## src/rtl/keypad_scan_ctrl.sv

```systemverilog
// Scan controller for a 4x3 active-low matrix keypad: round-robin column drive,
// press/release debounce, one code per press, and a FWFT key-code FIFO for the host.
module keypad_scan_ctrl #(
    parameter int SCAN_DWELL = 4,
    parameter int DEBOUNCE   = 8,
    parameter int FIFO_DEPTH = 4
) (
    input  logic       clk,
    input  logic       reset,
    input  logic [3:0] r,
    output logic [2:0] c,
    output logic [3:0] key_data,
    output logic       key_valid,
    input  logic       key_ready,
    output logic       key_held,
    output logic       overflow,
    output logic       key_error
);

    localparam int DW_W  = (SCAN_DWELL > 1) ? $clog2(SCAN_DWELL) : 1;
    localparam int DB_W  = $clog2(DEBOUNCE + 1);
    localparam int PTR_W = $clog2(FIFO_DEPTH);
    localparam int CNT_W = PTR_W + 1;

    localparam logic [DW_W-1:0]  DWELL_LAST = DW_W'(SCAN_DWELL - 1);
    localparam logic [DW_W-1:0]  DW_ONE     = DW_W'(1);
    localparam logic [DB_W-1:0]  DB_TARGET  = DB_W'(DEBOUNCE);
    localparam logic [DB_W-1:0]  DB_ONE     = DB_W'(1);
    localparam logic [PTR_W-1:0] PTR_ONE    = PTR_W'(1);
    localparam logic [CNT_W-1:0] CNT_ONE    = CNT_W'(1);
    localparam logic [CNT_W-1:0] FIFO_FULL  = CNT_W'(FIFO_DEPTH);

    typedef enum logic [1:0] {
        ST_SCAN,
        ST_DEBOUNCE,
        ST_HELD
    } state_t;

    state_t            state_q;
    logic [2:0]        c_q;
    logic [DW_W-1:0]   dwell_q;
    logic [3:0]        pat_q;
    logic [DB_W-1:0]   stab_q;
    logic [DB_W-1:0]   rel_q;
    logic              push_q;
    logic [3:0]        push_code_q;
    logic              key_error_q;
    logic              key_held_q;

    logic [3:0]        mem_q [FIFO_DEPTH];
    logic [PTR_W-1:0]  wr_ptr_q;
    logic [PTR_W-1:0]  rd_ptr_q;
    logic [CNT_W-1:0]  count_q;
    logic              overflow_q;

    logic              idle_rows;
    logic              single_key;
    logic [2:0]        c_next;
    logic [DB_W-1:0]   stab_inc;
    logic              accept;
    logic [3:0]        code;
    logic              pop;
    logic              full;
    logic              do_push;

    assign idle_rows  = (r == 4'b1111);
    assign single_key = $onehot(~r);
    assign c_next     = {c_q[1:0], c_q[2]};

    // NOTE: every variable gets a default before any branch, so no path can infer a latch.
    always_comb begin
        stab_inc = (r == pat_q) ? stab_q + DB_ONE : DB_ONE;
        accept   = 1'b0;
        if (!idle_rows) begin
            if (state_q == ST_SCAN) begin
                accept = (dwell_q == DWELL_LAST) && (DEBOUNCE == 1);
            end else if (state_q == ST_DEBOUNCE) begin
                accept = (stab_inc >= DB_TARGET);
            end
        end
    end

    // Code table indexed by the driven column and the single low row.
    always_comb begin
        code = 4'd0;
        case ({c_q, r})
            7'b110_0111: code = 4'd3;
            7'b110_1011: code = 4'd6;
            7'b110_1101: code = 4'd9;
            7'b110_1110: code = 4'd11;
            7'b101_0111: code = 4'd2;
            7'b101_1011: code = 4'd5;
            7'b101_1101: code = 4'd8;
            7'b101_1110: code = 4'd0;
            7'b011_0111: code = 4'd1;
            7'b011_1011: code = 4'd4;
            7'b011_1101: code = 4'd7;
            7'b011_1110: code = 4'd10;
            default:     code = 4'd0;
        endcase
    end

    // NOTE: sequential state uses <= so every register updates from pre-edge values.
    always_ff @(posedge clk) begin
        if (reset) begin
            state_q     <= ST_SCAN;
            c_q         <= 3'b110;
            dwell_q     <= '0;
            pat_q       <= 4'b1111;
            stab_q      <= '0;
            rel_q       <= '0;
            push_q      <= 1'b0;
            push_code_q <= '0;
            key_error_q <= 1'b0;
            key_held_q  <= 1'b0;
        end else begin
            push_q      <= 1'b0;
            key_error_q <= 1'b0;
            if (accept) begin
                state_q    <= ST_HELD;
                key_held_q <= 1'b1;
                rel_q      <= '0;
                dwell_q    <= '0;
                if (single_key) begin
                    push_q      <= 1'b1;
                    push_code_q <= code;
                end else begin
                    key_error_q <= 1'b1;
                end
            end else begin
                case (state_q)
                    ST_SCAN: begin
                        if (dwell_q == DWELL_LAST) begin
                            dwell_q <= '0;
                            if (idle_rows) begin
                                c_q <= c_next;
                            end else begin
                                pat_q   <= r;
                                stab_q  <= DB_ONE;
                                state_q <= ST_DEBOUNCE;
                            end
                        end else begin
                            dwell_q <= dwell_q + DW_ONE;
                        end
                    end
                    ST_DEBOUNCE: begin
                        if (idle_rows) begin
                            state_q <= ST_SCAN;
                            c_q     <= c_next;
                            dwell_q <= '0;
                        end else begin
                            pat_q  <= r;
                            stab_q <= stab_inc;
                        end
                    end
                    ST_HELD: begin
                        if (!idle_rows) begin
                            rel_q <= '0;
                        end else if (rel_q + DB_ONE == DB_TARGET) begin
                            state_q    <= ST_SCAN;
                            c_q        <= c_next;
                            dwell_q    <= '0;
                            rel_q      <= '0;
                            key_held_q <= 1'b0;
                        end else begin
                            rel_q <= rel_q + DB_ONE;
                        end
                    end
                    default: state_q <= ST_SCAN;
                endcase
            end
        end
    end

    // A pop frees a slot in the same cycle, so a push into a full FIFO still lands.
    assign pop     = key_valid && key_ready;
    assign full    = (count_q == FIFO_FULL);
    assign do_push = push_q && (!full || pop);

    always_ff @(posedge clk) begin
        if (reset) begin
            wr_ptr_q   <= '0;
            rd_ptr_q   <= '0;
            count_q    <= '0;
            overflow_q <= 1'b0;
        end else begin
            overflow_q <= push_q && full && !pop;
            if (do_push) wr_ptr_q <= wr_ptr_q + PTR_ONE;
            if (pop)     rd_ptr_q <= rd_ptr_q + PTR_ONE;
            case ({do_push, pop})
                2'b10:   count_q <= count_q + CNT_ONE;
                2'b01:   count_q <= count_q - CNT_ONE;
                default: count_q <= count_q;
            endcase
        end
    end

    // NOTE: storage is deliberately not reset; the count alone decides what is valid.
    always_ff @(posedge clk) begin
        if (do_push) mem_q[wr_ptr_q] <= push_code_q;
    end

    assign c         = c_q;
    assign key_valid = (count_q != '0);
    assign key_data  = key_valid ? mem_q[rd_ptr_q] : 4'd0;
    assign key_held  = key_held_q;
    assign overflow  = overflow_q;
    assign key_error = key_error_q;

endmodule

```

## config.mk

```make
export PLATFORM = sky130hd
export DESIGN_NAME = keypad_scan_ctrl
export DESIGN_NICKNAME = d
export VERILOG_FILES = /design/src/rtl/keypad_scan_ctrl.sv
export SDC_FILE = /design/constraint.sdc
export NUM_CORES = 1
export LEC_CHECK = 0
export ABC_AREA = 0
export BUFFER_PORTS_ARGS = -buffer_cell sky130_fd_sc_hd__buf_2
export CORE_MARGIN = 2
export CORE_UTILIZATION = 55
export CTS_CLUSTER_DIAMETER = 100
export DETAILED_ROUTE_END_ITERATION = 10
export PLACE_DENSITY = 0.73
export RECOVER_POWER = 50
export SYNTH_ARGS = -nofsm -noshare
export SYNTH_HDL_FRONTEND = slang
export SYNTH_SLANG_ARGS = --single-unit
```

## constraint.sdc

```tcl
create_clock -name clk -period 5.99 [get_ports clk]
set_input_delay 0.599 -clock clk [delete_from_list [all_inputs] [get_ports clk]]
set_output_delay 0.599 -clock clk [all_outputs]
set_load 0.005 [all_outputs]
```

==> impl_results.md <==
- GRT Util Overall: 0.190
- Net Count, Synth: ~300
- Slew Viols, Final: 0
- Post-CTS sizing: 0
- CTS buffer count: 5
- CP bufs+invs: 2
- Synthesis warning total: 0
- FMAX: roughly 350 MHz
- Final setup violating endpoints: 0
- Synth Area in Adders: 0.0876
- RSZ-0062 raised after global routing: false
- Worst-Skew Late Latency: between 0.3 and 0.4 ns
- Final wirelength: roughly 4700 µm
- Relative slew margins: 0.637
- HPWL Detailed: about 3500 µm
- Place WS: between 2 and 3 ns
- CTS clock-pin slew for the worst setup and hold paths: around 0.09 ns
- Worst-path fanout max: 14
- CTS Buffer Depth: 2
- EDFF count, synth: 16
- Grt peak-use layer: met2
- Ys async rst share: 0
- Worst hold margin: about 0.48 ns
- Startpoint types: primary input
- Mux cell area share after synthesis: 0.0598
- Footprint of the multi-input gates: approximately 1400 µm²
- Simple-gate area share of the yosys netlist: 0.198
- Residual DRC count: 0
- Share of cells above drive strength 1: 0.129
- Leakage power: 0.00114 µW
- CP max stage delay: around 0.5 ns
- CTS root buffer: clkbuf_8
- Syn Std Cell Area: about 2700 µm²
- Cell accounting for the most synthesized area: dfxtp_1
- Tcrit/Tclk final: 0.472
- CTS Sinks: between 50 and 60
- Starting DRC count in detailed routing: around 110
- Max-cap violation count: 0
- Synth Area in Compound Gates: 0.136
- Sequential-to-total area share from yosys stat: 0.438
- Post-synthesis cell count: between 200 and 300
- Ports: 18
- Die Area: 5570 µm²
- Synth area leaders: dfxtp_1, edfxtp_1, ha_1
- Commonest non-fill, non-tap cell in the layout: dfxtp_1
- DP Area: approximately 2900 µm²
- Initial core utilization: 0.577
- Final Cell Area: 2970 µm²
- Diode count: 0
- Initial antenna violation count: 0
- Yosys reg bits: between 50 and 60
- PwrDens: around 240 nW/µm²
- Hold buffer count at cts: 0
- Post-Synth XOR/XNOR Area: 0.0351
- TNS Setup: 0 ns
- Core Box Area: 4750 µm²
- Placed insts: ~350
- Critical Path End Type: flop
- Chip Height: roughly 75 µm
- Final Non-Filler Cells: between 300 and 400
- Met1 Use GR: 0.222
- Largest net degree at the start of global routing: 31
- PortBufs: 17
- Crit path DAT: approximately 3.0 ns
- Setup Buffers After CTS: 0
- Top cell type's share of synthesized area: 0.263
- Syn_area_per_cell: about 10 µm²
- Largest family of logic cells by synthesized area: simple AND/OR/NAND/NOR gates
- Met3 usage: 0.0509
- Status: finished, final reports clean
- Primary FF master, synth: dfxtp_1
- Fin nets: a little over 300
- Tmin final: 2.83 ns
- Routability cong.: 0.781
- H-tree depth: 2
- Routed length per placed instance: 13.3 µm
- CP top delay family: simple AND/OR/NAND/NOR gates
- Most frequent cells in the layout: dfxtp_1, nor2_1, nand2_1, inv_1, a21oi_1
- Std cell rows: 25
- Gr ovfl total: 0
- Vias in the first global route: about 1900
- # fillers: between 400 and 500
- Worst path most repeated cell: ha_1
- Worst min-delay path class: flop to flop
- First-pass DRT Iterations: 4
- Die Wd: between 70 and 80 µm
- Final Hold Viols: 0
- Post-route ant nets: 0
- Post-DR vias/cell: 5.42
- Worst vdd ir: 0.138 mV
- Met2 Resource Use GR: 0.331
- CP max-delay cell: fa_1
- Global-route wire length before repair: 7990 µm
- Required time of the critical path: about 6.2 ns
- Post-synth cell types: 61
- Final WS setup: roughly 3.2 ns
- CTS tree: done
- FF+latch area: 1200 µm²
- Clock Skew: approximately 0.0077 ns
- Via Count: ~1900
- Area Growth Syn to Fin: 8.17%
- Worst path cell trace: buf_2, fa_1, inv_1, ha_1, ha_1, nor3b_1, nand2_1, nor4_4, mux2i_1, nor2_1
- Slew @ Worst Pin: between 0.5 and 0.6 ns
- Setup Crit Path Kind: primary input to flop
[worst paths after layout]
path | startpoint | depth (start not counted) | slack [ns] | end
hold reg to reg | dwell_q[0]$_SDFFE_PP0P_ | 2 | 0.48 | dwell_q[0]$_SDFFE_PP0P_
setup reg to reg | count_q[0]$_SDFFE_PP0P_ | 9 | 3.43 | count_q[2]$_SDFFE_PP0P_
setup / recovery | r[3] | 10 | 3.16 | push_code_q[1]$_SDFFE_PP0P_
hold / removal | dwell_q[0]$_SDFFE_PP0P_ | 2 | 0.48 | dwell_q[0]$_SDFFE_PP0P_
[state kept, by name (all words and copies together), names as in the netlist, named ones only]
name and count:
c 3, count_q 3, dwell_q 2, key_error 1, key_held 1, mem_q 16
overflow 1, pat_q 4, push_code_q 4, push_q 1, rd_ptr_q 2, rel_q 4
stab_q 4, state_q 2, wr_ptr_q 2
[worst register-to-register path: cells and delay by family (launching register included)]
family / cells / cell delay (ns)
AO/OA/AOI/OAI: 1 / 0.13
adder cells (fa/ha/maj): 2 / 0.54
flip-flops: 1 / 0.35
buffers and inverters: 2 / 0.15
AND/OR/NAND/NOR: 3 / 1.17
XOR/XNOR: 1 / 0.16
[cells in the mapped netlist, types with 2 or more instances]
cell type / n
mux2i_1: 4
xnor2_1: 6
a21oi_1: 17
nand2_1: 22
a211o_1: 4
dfxtp_1: 36
and2_1: 6
and3_1: 6
nor2b_1: 3
fa_1: 2
clkbuf_1: 5
inv_1: 19
buf_2: 2
nand3_1: 2
nand3b_1: 4
buf_4: 2
nand3_2: 2
a41oi_1: 2
nand2b_1: 3
ha_1: 16
edfxtp_1: 16
nor3b_1: 3
nor2_1: 25
nand4_1: 2
mux4_2: 4
o22ai_1: 3
a31oi_1: 2
a211oi_1: 2
nand4b_1: 2
xor2_1: 5
a21o_1: 2
or3_1: 3
o21ai_0: 5
nor3_1: 8
[power by group]
part / switching [µW] / internal, µW / leakage (µW) / total (µW)
Sequential: 9.65 / 374 / 0.000477 / 383
Combinational: 54.5 / 43.7 / 0.000608 / 98.2
Clock: 116 / 124 / 0.0000541 / 239
Total: 180 / 541 / 0.00114 / 721
[cell type report]
| cell class | count | area share |
|---|---|---|
| clock buffer | 5 | 0.0232 |
| clock inverter | 3 | 0.0143 |
| inverter | 19 | 0.0240 |
| multi-input combinational | 190 | 0.478 |
| sequential | 52 | 0.405 |
| tap | 67 | 0.0283 |
| timing repair buffer | 17 | 0.0274 |
[metal layers]
| metal | vias up | part of all wire |
|---|---|---|
| met1 | 889 | 0.46 |
| met3 | 8 | 0.032 |
| met5 | - | 0 |
| met2 | 28 | 0.49 |
| li1 | 989 | - |
| met4 | 0 | 0.019 |
[cell families after synthesis]
kind of cell,Yosys count
buffers and inverters,30
multiplexers,10
AO/OA/AOI/OAI,52
XOR/XNOR,11
adder cells (fa/ha/maj),18
AND/OR/NAND/NOR,99
flip-flops,52
[through the flow]
stage	utilization	total power, µW
3_5_place_dp	0.601	490
4_1_cts	0.625	727
6_report	0.624	721
2_1_floorplan	-	471
5_1_grt	0.624	757
3_3_place_gp	0.601	488
Power figures use the tool's default switching activity.
